<file path="config.mk">
export PLATFORM = sky130hd
export DESIGN_NAME = param_wb_dcache
export DESIGN_NICKNAME = d
export VERILOG_FILES = /design/src/rtl/param_wb_dcache.sv
export SDC_FILE = /design/constraint.sdc
export NUM_CORES = 1
export LEC_CHECK = 0
export CAP_MARGIN = 20
export CORE_ASPECT_RATIO = 1.5
export CORE_MARGIN = 1.5
export CORE_UTILIZATION = 36
export CTS_CLUSTER_SIZE = 20
export DETAILED_ROUTE_END_ITERATION = 10
export HOLD_SLACK_MARGIN = 0.12
export PLACE_DENSITY = 0.52
export SETUP_SLACK_MARGIN = 0.3
export SLEW_MARGIN = 20
export SYNTH_ARGS = -nofsm -noshare
export SYNTH_HDL_FRONTEND = slang
export SYNTH_SLANG_ARGS = --single-unit
</file>
<file path="constraint.sdc">
create_clock -name clk -period 6.15 [get_ports clk]
set_input_delay 0.615 -clock clk [delete_from_list [all_inputs] [get_ports clk]]
set_output_delay 0.615 -clock clk [all_outputs]
set_load 0.005 [all_outputs]
</file>
<file path="src/rtl/param_wb_dcache.sv">
// param_wb_dcache: direct-mapped, write-back, write-allocate data cache with
// a ready handshake, whole-cache flush and saturating hit/miss counters.
module param_wb_dcache #(
  parameter int WORD_SIZE      = 16,
  parameter int ADDR_WIDTH     = 16,
  parameter int NUM_LINES      = 4,
  parameter int WORDS_PER_LINE = 4
) (
  input  logic                  clk,
  input  logic                  reset_n,
  input  logic                  cpu_req,
  input  logic                  cpu_write,
  input  logic [ADDR_WIDTH-1:0] cpu_addr,
  input  logic [WORD_SIZE-1:0]  cpu_wdata,
  output logic [WORD_SIZE-1:0]  cpu_rdata,
  output logic                  cpu_ready,
  input  logic                  flush_req,
  output logic                  flush_done,
  output logic                  mem_read,
  output logic                  mem_write,
  output logic [ADDR_WIDTH-1:0] mem_addr,
  output logic [WORD_SIZE-1:0]  mem_wdata,
  input  logic [WORD_SIZE-1:0]  mem_rdata,
  input  logic                  mem_ack,
  output logic [WORD_SIZE-1:0]  hit_count,
  output logic [WORD_SIZE-1:0]  miss_count
);
  localparam int OFF_W = $clog2(WORDS_PER_LINE);
  localparam int IDX_W = $clog2(NUM_LINES);
  localparam int TAG_W = ADDR_WIDTH - OFF_W - IDX_W;
  typedef enum logic [2:0] {IDLE, COMPARE, WRITEBACK, REFILL, FLUSH_SCAN, FLUSH_WB} state_t;
  state_t                r_state, w_next;
  logic [WORD_SIZE-1:0]  r_data [NUM_LINES*WORDS_PER_LINE];
  logic [TAG_W-1:0]      r_tag [NUM_LINES];
  logic [NUM_LINES-1:0]  r_valid, r_dirty;
  logic [ADDR_WIDTH-1:0] r_addr;
  logic [WORD_SIZE-1:0]  r_wdata, r_hit, r_miss;
  logic                  r_write, r_refilled;
  logic [OFF_W-1:0]      r_word;
  logic [IDX_W-1:0]      r_fptr;
  logic [OFF_W-1:0]      w_off;
  logic [IDX_W-1:0]      w_idx, w_line;
  logic [TAG_W-1:0]      w_tag;
  logic                  w_hit, w_last_word, w_last_line, w_line_clean;
  assign w_off        = r_addr[OFF_W-1:0];
  assign w_idx        = r_addr[OFF_W +: IDX_W];
  assign w_tag        = r_addr[ADDR_WIDTH-1 -: TAG_W];
  assign w_hit        = r_valid[w_idx] && (r_tag[w_idx] == w_tag);
  assign w_last_word  = &r_word;
  assign w_last_line  = &r_fptr;
  assign w_line_clean = !(r_valid[r_fptr] && r_dirty[r_fptr]);
  // Flush walks lines by pointer; normal misses use the request's index.
  assign w_line       = (r_state == FLUSH_SCAN || r_state == FLUSH_WB) ? r_fptr : w_idx;
  assign cpu_rdata    = cpu_ready ? r_data[{w_idx, w_off}] : '0;
  assign hit_count    = r_hit;
  assign miss_count   = r_miss;

  always_comb begin
    w_next     = r_state;
    cpu_ready  = 1'b0;
    flush_done = 1'b0;
    mem_read   = 1'b0;
    mem_write  = 1'b0;
    mem_addr   = '0;
    mem_wdata  = '0;
    case (r_state)
      IDLE: w_next = flush_req ? FLUSH_SCAN : cpu_req ? COMPARE : IDLE;
      COMPARE: begin
        cpu_ready = w_hit;
        w_next    = w_hit ? IDLE : r_dirty[w_idx] ? WRITEBACK : REFILL;
      end
      WRITEBACK, FLUSH_WB: begin
        mem_write = 1'b1;
        mem_addr  = {r_tag[w_line], w_line, r_word};
        mem_wdata = r_data[{w_line, r_word}];
        if (mem_ack && w_last_word) w_next = (r_state == WRITEBACK) ? REFILL : FLUSH_SCAN;
      end
      REFILL: begin
        mem_read = 1'b1;
        mem_addr = {w_tag, w_idx, r_word};
        if (mem_ack && w_last_word) w_next = COMPARE;
      end
      FLUSH_SCAN: begin
        flush_done = w_line_clean && w_last_line;
        w_next     = !w_line_clean ? FLUSH_WB : w_last_line ? IDLE : FLUSH_SCAN;
      end
      default: w_next = IDLE;
    endcase
  end

  always_ff @(posedge clk or negedge reset_n) begin
    if (!reset_n) begin
      r_state    <= IDLE;
      r_valid    <= '0;
      r_dirty    <= '0;
      r_addr     <= '0;
      r_wdata    <= '0;
      r_write    <= 1'b0;
      r_refilled <= 1'b0;
      r_word     <= '0;
      r_fptr     <= '0;
      r_hit      <= '0;
      r_miss     <= '0;
    end else begin
      r_state <= w_next;
      case (r_state)
        IDLE:
          if (flush_req) r_fptr <= '0;
          else if (cpu_req) begin
            r_addr     <= cpu_addr;
            r_wdata    <= cpu_wdata;
            r_write    <= cpu_write;
            r_refilled <= 1'b0;
          end
        COMPARE:
          if (w_hit) begin
            if (r_write) r_dirty[w_idx] <= 1'b1;
            // The completing COMPARE after a refill is part of the miss, not a hit.
            if (!r_refilled && !(&r_hit)) r_hit <= r_hit + 1'b1;
          end else if (!(&r_miss)) r_miss <= r_miss + 1'b1;
        WRITEBACK: if (mem_ack) r_word <= r_word + 1'b1;
        REFILL:
          if (mem_ack) begin
            r_word <= r_word + 1'b1;
            if (w_last_word) begin
              r_valid[w_idx] <= 1'b1;
              r_dirty[w_idx] <= 1'b0;
              r_refilled     <= 1'b1;
            end
          end
        FLUSH_SCAN:
          if (w_line_clean) begin
            r_valid[r_fptr] <= 1'b0;
            r_fptr          <= r_fptr + 1'b1;
          end
        FLUSH_WB:
          if (mem_ack) begin
            r_word <= r_word + 1'b1;
            // Line becomes clean; the scan then invalidates it and moves on.
            if (w_last_word) begin
              r_valid[r_fptr] <= 1'b0;
              r_dirty[r_fptr] <= 1'b0;
            end
          end
        default: ;
      endcase
    end
  end

  always_ff @(posedge clk) begin
    if (r_state == COMPARE && w_hit && r_write) r_data[{w_idx, w_off}] <= r_wdata;
    if (r_state == REFILL && mem_ack) r_data[{w_idx, r_word}] <= mem_rdata;
    if (r_state == REFILL && mem_ack && w_last_word) r_tag[w_idx] <= w_tag;
  end
endmodule

</file>
---- After elaboration in Yosys (flattened, before gate mapping) ----
Memory sizes are Yosys's and may differ from the RTL's.
Cells that the tools add are included.
cells by class
  equality and inequality tests ........... 18
  $add $sub $neg .......................... 4
  reductions and logical operators ........ 36
  bitwise logic cells ..................... 10
  multiplexer cells ....................... 60
  magnitude comparators ................... 4
operator list
  operator                 count
  $mux W16                 3
  $mux W4                  12
  $add A16 B1 Y16 const B  2
  $pmux W16 S2             1
  $reduce_and A16 Y1       2
  $ne A2 B2 Y1 const B     12
  $pmux W4 S3              2
  $mux W1                  23
  $mux W3                  6
  $reduce_or A16 Y1        1
  $pmux W3 S5              1
  $and A4 B4 Y4            3
  $eq A12 B12 Y1           1
  $reduce_and A3 Y1        4
  $logic_and A1 B1 Y1      11
  $bmux W1 S2              4
  $mux W2                  4
  $not A4 Y4               2
  $or A4 B4 Y4             2
  $reduce_and A2 Y1        4
  $reduce_and A7 Y1        1
  $eq A3 B2 Y1 const B     2
  $eq A3 B3 Y1 const B     2
  $lt A2 B3 Y1 const B     2
  other kinds (16)         25
storage, ports and cells
  bits in registers ....................... 81
  word-level logic and storage cells ...... 145
  bits of input ports ..................... 54
  memory bits (writable) .................. 304
  memories kept ........................... 2
memory list
  memory  depth  bits a word  rd ports  clocked after Yosys merged registers in  wr ports  line  source
  r_data  16     16           2         0                                        1         33    logic [WORD_SIZE-1:0] r_data [NUM_LINES*WORDS_PER_LINE];
  r_tag   4      12           2         0                                        1         34    logic [TAG_W-1:0] r_tag [NUM_LINES];

---- Depth between registers and ports, before layout ----
Gate-level depths: netlist (run 1).
  word-level depth ........................ 9
  depth in mapped cells ................... 10

---- Worst setup path before layout (run 1) ----
Ideal clock, no wire load.
  path type ............................... register -> register
  from .................................... reg r_addr[3]
  to ...................................... mem r_data[9][0] (enable)
  setup slack ............................. 2.962 ns
  setup time .............................. 0.388 ns
  data arrival time ....................... 2.800 ns
  path buffers ............................ 2
  stages on the path, launching flop included .. 10
  path through ............................ dfrtp_1 buf_2 mux2i_1 xnor2_1 or4_1 a21o_1 nor4_4 buf_4 a21oi_1 nor2_1
between the ends
  longest elaborated chain between the ends .. 8
  elaborated cells between the ends (all ways) .. 11
  classes of those cells .................. 1 x eq/ne; 6 x mux; 3 x reduce/logical; 1 x memory
RTL lines
  what                                           line  source
  from (decl)                                    36    logic [ADDR_WIDTH-1:0] r_addr;
  from (signal assigned)                         110   r_addr <= cpu_addr;
  $mem_v2 Z4 W12 or $bmux W1 S2 (tied branches)  n/a
  $eq A12 B12 Y1 or $mux W1 (tied branches)      48    assign w_hit = r_valid[w_idx] && (r_tag[w_idx] == w_tag);
  $logic_and A1 B1 Y1                            48
  $logic_and A1 B1 Y1 (2 in series)              151   if (r_state == COMPARE && w_hit && r_write) r_data[{w_idx, w_off}] <= r_wdata;
  $mux W1                                        151
  $mux W1 (implied by the code)                  151
  $mux W1 (no source line)                       n/a
  to (decl)                                      33
Several ways; a longest one is shown, not always the timed one. The select of a mux whose other input is x is not followed.

---- Worst setup path in the final report (run 1) ----
  from .................................... reg r_state[2]
  to ...................................... out mem_wdata[1]
between the ends
  longest elaborated chain between the ends .. 5
  elaborated cells between the ends (all ways) .. 8
  classes of those cells .................. 3 x eq/ne; 2 x mux; 2 x reduce/logical; 1 x memory
RTL lines
  what                                    line    source
  from (decl)                             32      state_t r_state, w_next;
  from (signal assigned)                  105     r_state <= w_next;
  $eq A3 B3 Y1, on equally long branches  53, 66
  $logic_or A1 B1 Y1                      53      assign w_line = (r_state == FLUSH_SCAN || r_state == FLUSH_WB) ? r_fptr : w_idx;
  $mux W2                                 53
  $mem_v2 Z16 W16                         n/a
  $mux W16 (*)                            66      case (r_state)
  to (decl)                               22      output logic [WORD_SIZE-1:0] mem_wdata,
Every way passes the cells marked *; elsewhere a longest branch is shown, timed or not.

==> metrics.md, run 1 <==
| Metric | Value |
|---|---|
| Slowest stage delay, CP | `660 ps` |
| Internal power | `6590 µW` |
| Yosys reg bits | `385` |
| Top cell type by total area after synthesis | `edfxtp_1` |
| Minimum clock period | `4680 ps` |
| CP max FO | `77` |
| Number of global-route vias before repair | `11,600` |
| Final instance area | `0.0219 mm²` |
| H-tree levels | `2` |
| Crit-path slowest cell | `dfrtp_1` |
| Largest net degree at the start of global routing | `78` |
| Status | `finished, final reports clean` |
| Top Ports | `138` |
| Port Buffers | `137` |
| Compound-Gate Fraction of Synth Area | `0.0291` |
| Syn Nets | `1,110` |
| Overflow after GRT | `0` |
| Simple logic cell fraction of the synthesized area | `0.0607` |
| Part of the power in the clock network | `0.238` |
| Setup TNS | `0 ps` |
| Worst Path Required | `5530 ps` |
| Post-synthesis mux area share | `0.256` |
| Slew Limit Fails | `0` |
| Number of synthesis warnings | `0` |
| Unrepaired setup endpoints after global routing | `false` |
| CTS tree | `yes` |
| Power share of the combinational group | `0.367` |
| Placed instance area | `0.0206 mm²` |
| Async SR Flop Fraction | `0.210` |
| MaxCap Viol Count | `0` |
| Critical Path Most Common Cell | `mux4_2` |
| Via count | `10,600` |
| Synth Area in Adders | `0.00478` |
| Total GRT Usage | `0.197` |
| Post-CTS Setup Bufs | `0` |
| Post-synth top area share | `0.498` |
| Fillers | `4,355` |
| Max VDD drop | `0.349 mV` |
| Largest cells by area after synthesis | `edfxtp_1 50%, mux4_2 21%, dfrtp_1 11%, mux2_2 3.3%, mux2i_1 1.4%` |
| WHS | `489 ps` |
| Most frequent cells after synthesis | `304 x edfxtp_1, 170 x mux4_2, 81 x dfrtp_1` |
| Die Span Y | `279 µm` |
| Initial core utilization | `0.363` |
| Largest family of logic cells by synthesized area | `multiplexers` |
| Final ANT Viol Nets | `0` |
| Final setup vio count | `0` |
| Share of cells above drive strength 1 | `0.286` |
| Clock Skew | `15.9 ps` |
| Hold Vio Cnt, Final | `0` |
| Row count | `101` |
| Vias per cell | `5.62` |
| Dpl hpwl | `31.0 mm` |
| CP endpoint kind | `output pin` |
| Sw Share | `0.334` |
| Die area | `0.0523 mm²` |
| Finished Core Util | `0.434` |
| Critical Path AT | `4070 ps` |
| Area Growth Syn to Fin | `19.5%` |
| Drc violations | `0` |
| Fin crit share | `0.761` |
| Most used DFF post-synth | `edfxtp_1` |
| Root buffer cell | `clkbuf_16` |
| Post-synth EDFFs | `304` |
| WL/cell | `26.8 µm` |
| Max-slew headroom | `0.388` |
| Clock transition at path regs | `60 ps` |
| NetSw | `3300 µW` |
| XOR/XNOR Fraction of Synth Area | `0.0215` |
| Clock latency on the worst-skew pair | `550 ps` |
| Worst-margin pin slew | `917 ps` |
| RePlAce Congestion | `0.768` |
| Clock Tree Buf Depth | `3` |
| Mapped Cells | `1,049` |
| Ant diodes | `0` |
| Most common cell in the netlist | `edfxtp_1` |
| # clock sinks | `385` |
| PwrDens | `452 mW/mm²` |
| First-pass GRT wire length | `75.8 mm` |
| Critical Path Start Type | `register` |
| Routed WL | `50.6 mm` |
| Flop pwr share | `0.395` |
| Syn_area_per_cell | `17.5 µm²` |
| Cell area after synthesis | `0.0183 mm²` |
| Nets@finish | `1,250` |
| Die width | `187 µm` |
| Core area | `0.0504 mm²` |
| CP Class | `reg2out` |
| TritonCTS buffer count | `41` |
| Leakage | `0.00734 µW` |
| CP Cell Sequence | `nor2b_1 -> mux2i_4 -> buf_12 -> mux4_2 -> mux4_2 -> and2_1 -> clkdlybuf4s50_1` |
| Synth cell types | `49` |
| Initial antenna violation count | `0` |
| Min-Delay Path Class | `reg2reg` |
| Detailed-router iteration count before antenna repair | `5` |
| Max Freq | `214 MHz` |
| Initial DRC count | `783` |
| Sequential element share of the synthesized area | `0.609` |
## worst max-delay path: cells and delay by family (launching register included)
kind                   cells  cell delay [ps]
flip-flops                 1              660
multiplexers               3             1260
buffers and inverters      2              900
AND/OR/NAND/NOR            2              670
## per-stage QoR
stage / setup WS [ps] / instances / power [µW]
5_1_grt: 1300 / 1890 / 10400
4_1_cts: 1410 / 1889 / 10000
2_1_floorplan: 2960 / 1049 / 6300
3_3_place_gp: 1800 / 1813 / 7630
6_report: 1470 / 1890 / 9890
3_5_place_dp: 1750 / 1813 / 7650
## cells in the final DEF (no fill, tap or decap), types with 8 or more instances in the layout
| cell | synthesis | routed |
|---|---|---|
| dfrtp_1 | 81 | 75 |
| mux2i_1 | 25 | 23 |
| clkbuf_16 | 0 | 41 |
| nand2_1 | 29 | 29 |
| edfxtp_1 | 304 | 304 |
| nor4_1 | 8 | 8 |
| a211oi_1 | 18 | 18 |
| o21ai_0 | 13 | 13 |
| mux4_2 | 170 | 170 |
| inv_1 | 9 | 9 |
| a21oi_1 | 10 | 9 |
| nor2_1 | 42 | 22 |
| nand4_1 | 10 | 10 |
| buf_4 | 2 | 32 |
| nand3_1 | 19 | 19 |
| clkdlybuf4s50_1 | 0 | 136 |
| nor2b_1 | 19 | 18 |
| clkbuf_1 | 52 | 13 |
| and3_1 | 23 | 23 |
| nor3_1 | 11 | 10 |
| mux2_2 | 54 | 54 |
| nor2_2 | 0 | 16 |
| a22o_1 | 13 | 13 |
| clkinv_1 | 0 | 8 |
| xor2_1 | 20 | 20 |
| xnor2_1 | 25 | 25 |
## logic make-up after synthesis
kind of cell / Yosys count
AO/OA/AOI/OAI: 77
XOR/XNOR: 45
adder cells (fa/ha/maj): 7
buffers and inverters: 84
flip-flops: 385
multiplexers: 249
AND/OR/NAND/NOR: 202
## power by group through the flow
stage               Sequential, µW  Combinational, µW  Clock (µW)
floorplan                     3530               2770           0
global placement              3970               3660           0
CTS                           3930               3680        2420
global route                  3980               3910        2510
finish                        3900               3630        2350
detailed placement            3980               3670           0
## what timing repair did
action | in CTS | in global routing
setup endpoints to repair | 0 | 0
gates resized for setup | 0 | 0
hold endpoints to repair | 23 | 0
hold buffers | 1 | 0
## layout make-up
type | count | area, µm² | area share
inverter | 9 | 33.8 | 0.00154
multi-input combinational | 580 | 6920 | 0.316
clock inverter | 21 | 174 | 0.00795
timing repair buffer | 172 | 1680 | 0.0767
tap | 669 | 837 | 0.0382
clock buffer | 54 | 1070 | 0.0491
sequential | 385 | 11200 | 0.510
## flip-flops by register name (all words and copies together), names as in the netlist
| register | count |
|---|---|
| hit_count | 16 |
| miss_count | 16 |
| r_addr | 16 |
| r_data | 256 |
| r_dirty | 4 |
| r_fptr | 2 |
| r_refilled | 1 |
| r_state | 3 |
| r_tag | 48 |
| r_valid | 4 |
| r_wdata | 16 |
| r_word | 2 |
| r_write | 1 |
## final timing paths
path                                    start            end  slack (ps)  depth (start not counted)
min in group asynchronous             reset_n     r_wdata[8]         540                          2
worst max-delay path               r_state[2]   mem_wdata[1]        1470                          7
worst min register to register  miss_count[9]  miss_count[9]         490                          1
max in group asynchronous             reset_n      r_word[0]        4360                          3
worst max register to register      r_addr[2]   r_data[2][6]        1850                          9
worst min-delay path            miss_count[9]  miss_count[9]         490                          1
## per-layer routing
layer | up-vias | part of all wire | GRT usage
met5 | - | 0 | 0
met4 | 0 | 0.030 | 0.0676
met3 | 87 | 0.042 | 0.0263
met2 | 281 | 0.53 | 0.356
met1 | 5679 | 0.40 | 0.242
li1 | 4573 | - | -
Note: power is estimated with default switching activity, not from simulation.
==> run 2: changes to the inputs <==
PLACE_DENSITY = 0.53   (was 0.52)
clock period = 4.1 ns   (was 6.15 ns; I/O delays follow)
==> run 2 against run 1 <==
  * Global-route usage about the same
  * Clock skew rose by 14 ps
  * Worst hold slack lost 70 ps
  * Cell area is 3.7% higher
  * Die area did not move
  * Sequential share of layout area is 1.8 points lower
  * Worst setup slack worse by 1100 ps
  * Non-clock buffer count is 51 higher
  * Critical path type unchanged
  * Sequential power grew 42%
  * Core utilization grew 1.6 points
  * Combinational power up 74%
==> metrics.md, run 2 (synthesis results as in run 1) <==
| Metric | Value |
|---|---|
| Pwr Total | `15,700 µW` |
| PwrDens | `693 mW/mm²` |
| Max-slew headroom | `0.462` |
| Initial DRC count | `717` |
| Worst-margin pin slew | `808 ps` |
| Slowest stage delay, CP | `570 ps` |
| Vias per cell | `5.58` |
| Commonest cells after routing, fill and taps aside | `304 x edfxtp_1, 170 x mux4_2, 128 x clkdlybuf4s50_1` |
| WHS | `419 ps` |
| CP endpoint kind | `output pin` |
| Root buffer cell | `clkbuf_16` |
| Dpl hpwl | `31.8 mm` |
| Clock Tree Buf Depth | `3` |
| Met3 Resource Use GR | `0.0206` |
| Overflow after GRT | `0` |
| First-pass GRT wire length | `75.4 mm` |
| H-tree levels | `2` |
| CTS tree | `yes` |
| Max FFs per register | `256` |
| Nets@finish | `1,301` |
| Worst Path Required | `3690 ps` |
| RePlAce Congestion | `0.816` |
| Leakage | `0.00792 µW` |
| MaxCap Viol Count | `0` |
| Number of global-route vias before repair | `11,600` |
| Final ANT Viol Nets | `0` |
| Drc violations | `0` |
| Crit-path slowest cell | `mux4_2` |
| Commonest non-fill, non-tap cell in the layout | `edfxtp_1` |
| TritonCTS buffer count | `41` |
| Routed WL | `51.0 mm` |
| Critical Path Start Type | `register` |
| Biggest regs | `r_data: 256 flops, r_tag: 48 flops` |
| Clock transition at path regs | `60 ps` |
| Initial antenna violation count | `0` |
| Max Freq | `266 MHz` |
| Port Buffers | `137` |
| Clock latency on the worst-skew pair | `580 ps` |
| Min-Delay Path Class | `in2async` |
| Largest net degree at the start of global routing | `69` |
| CP Class | `reg2out` |
| GR peak layer | `met2` |
| Placed instance area | `0.0209 mm²` |
| Setup TNS | `0 ps` |
| Detailed-router iteration count before antenna repair | `5` |
| Die width | `187 µm` |
| Met1 usage | `0.243` |
| Most flops, register | `r_data` |
| Final setup vio count | `0` |
| Via count | `10,800` |
| Minimum clock period | `3750 ps` |
| Core area | `0.0504 mm²` |
| Die area | `0.0523 mm²` |
| Slew Limit Fails | `0` |
| Worst R2R Start | `r_addr[3]` |
| Total GRT Usage | `0.197` |
| Die Span Y | `279 µm` |
| Area Growth Syn to Fin | `24.0%` |
| # clock sinks | `385` |
| WL/cell | `26.3 µm` |
| Critical Path AT | `3340 ps` |
| Setup crit start | `r_addr[2]` |
| Clock Skew | `30.0 ps` |
| Max VDD drop | `0.503 mV` |
| Unrepaired setup endpoints after global routing | `true` |
| Share of cells above drive strength 1 | `0.336` |
| Row count | `101` |
| CP max FO | `8` |
| Fillers | `4,381` |
| Status | `finished, final reports clean` |
| CP Cell Sequence | `mux4_2 -> xnor2_2 -> nand4_1 -> nor3_4 -> buf_12 -> buf_6 -> and3_1 -> clkdlybuf4s50_1` |
| Initial core utilization | `0.363` |
| Top Ports | `138` |
| Fin crit share | `0.916` |
| Met2 Track Usage GR | `0.363` |
| Hold Vio Cnt, Final | `0` |
| Ant diodes | `0` |
| Final instance area | `0.0227 mm²` |
[run 2: repair_timing]
action                     in CTS  in global routing
setup buffers                   9                  4
hold buffers                    1                  0
gates resized for setup        29                 15
pin swaps                       2                  4
setup endpoints to repair      45                 27
cloned                          3                  1
hold endpoints to repair       47                  0
[run 2: path summary, 6_finish.rpt]
check / to / slack (ps) / depth (start not counted)
min in group clk: r_wdata[6] / 440 / 2
setup / recovery: cpu_rdata[14] / 350 / 8
hold reg to reg: hit_count[8] / 490 / 1
setup reg to reg: r_data[2][2] / 680 / 9
max in group asynchronous: r_addr[2] / 2800 / 3
hold / removal: r_wdata[11] / 420 / 2
[run 2: layout make-up]
| cell class | count | area (µm²) | area share |
|---|---|---|---|
| inverter | 9 | 33.8 | 0.00149 |
| clock buffer | 50 | 1080 | 0.0476 |
| tap | 669 | 837 | 0.0369 |
| clock inverter | 26 | 312 | 0.0137 |
| sequential | 385 | 11200 | 0.492 |
| timing repair buffer | 223 | 2240 | 0.0989 |
| multi-input combinational | 580 | 7020 | 0.309 |
[run 2: critical path, delay by kind of cell (launching register included)]
family                    cells  cell delay (ps)
and+or+nand+nor               3              630
DFF                           1              520
buffers and inverters         3              830
muxes                         1              570
xor gates and xnor gates      1              240
[run 2: metrics by stage]
step,worst slack (ps),util,cells
2_1_floorplan,912,-,1049
3_3_place_gp,567,0.414,1847
3_5_place_dp,540,0.415,1848
4_1_cts,301,0.448,1937
5_1_grt,222,0.450,1942
6_report,346,0.450,1942
[run 2: power by group]
part	total, µW	switching, µW	internal, µW	leakage, µW
combinational	6320	3010	3310	0.00347
sequential	5540	516	5030	0.00376
clock	3870	1640	2230	0.000679
[run 2: layer usage]
layer / share of wire / up-vias
li1: - / 4675
met4: 0.027 / 0
met1: 0.40 / 5778
met2: 0.54 / 307
met3: 0.037 / 76
met5: 0 / -
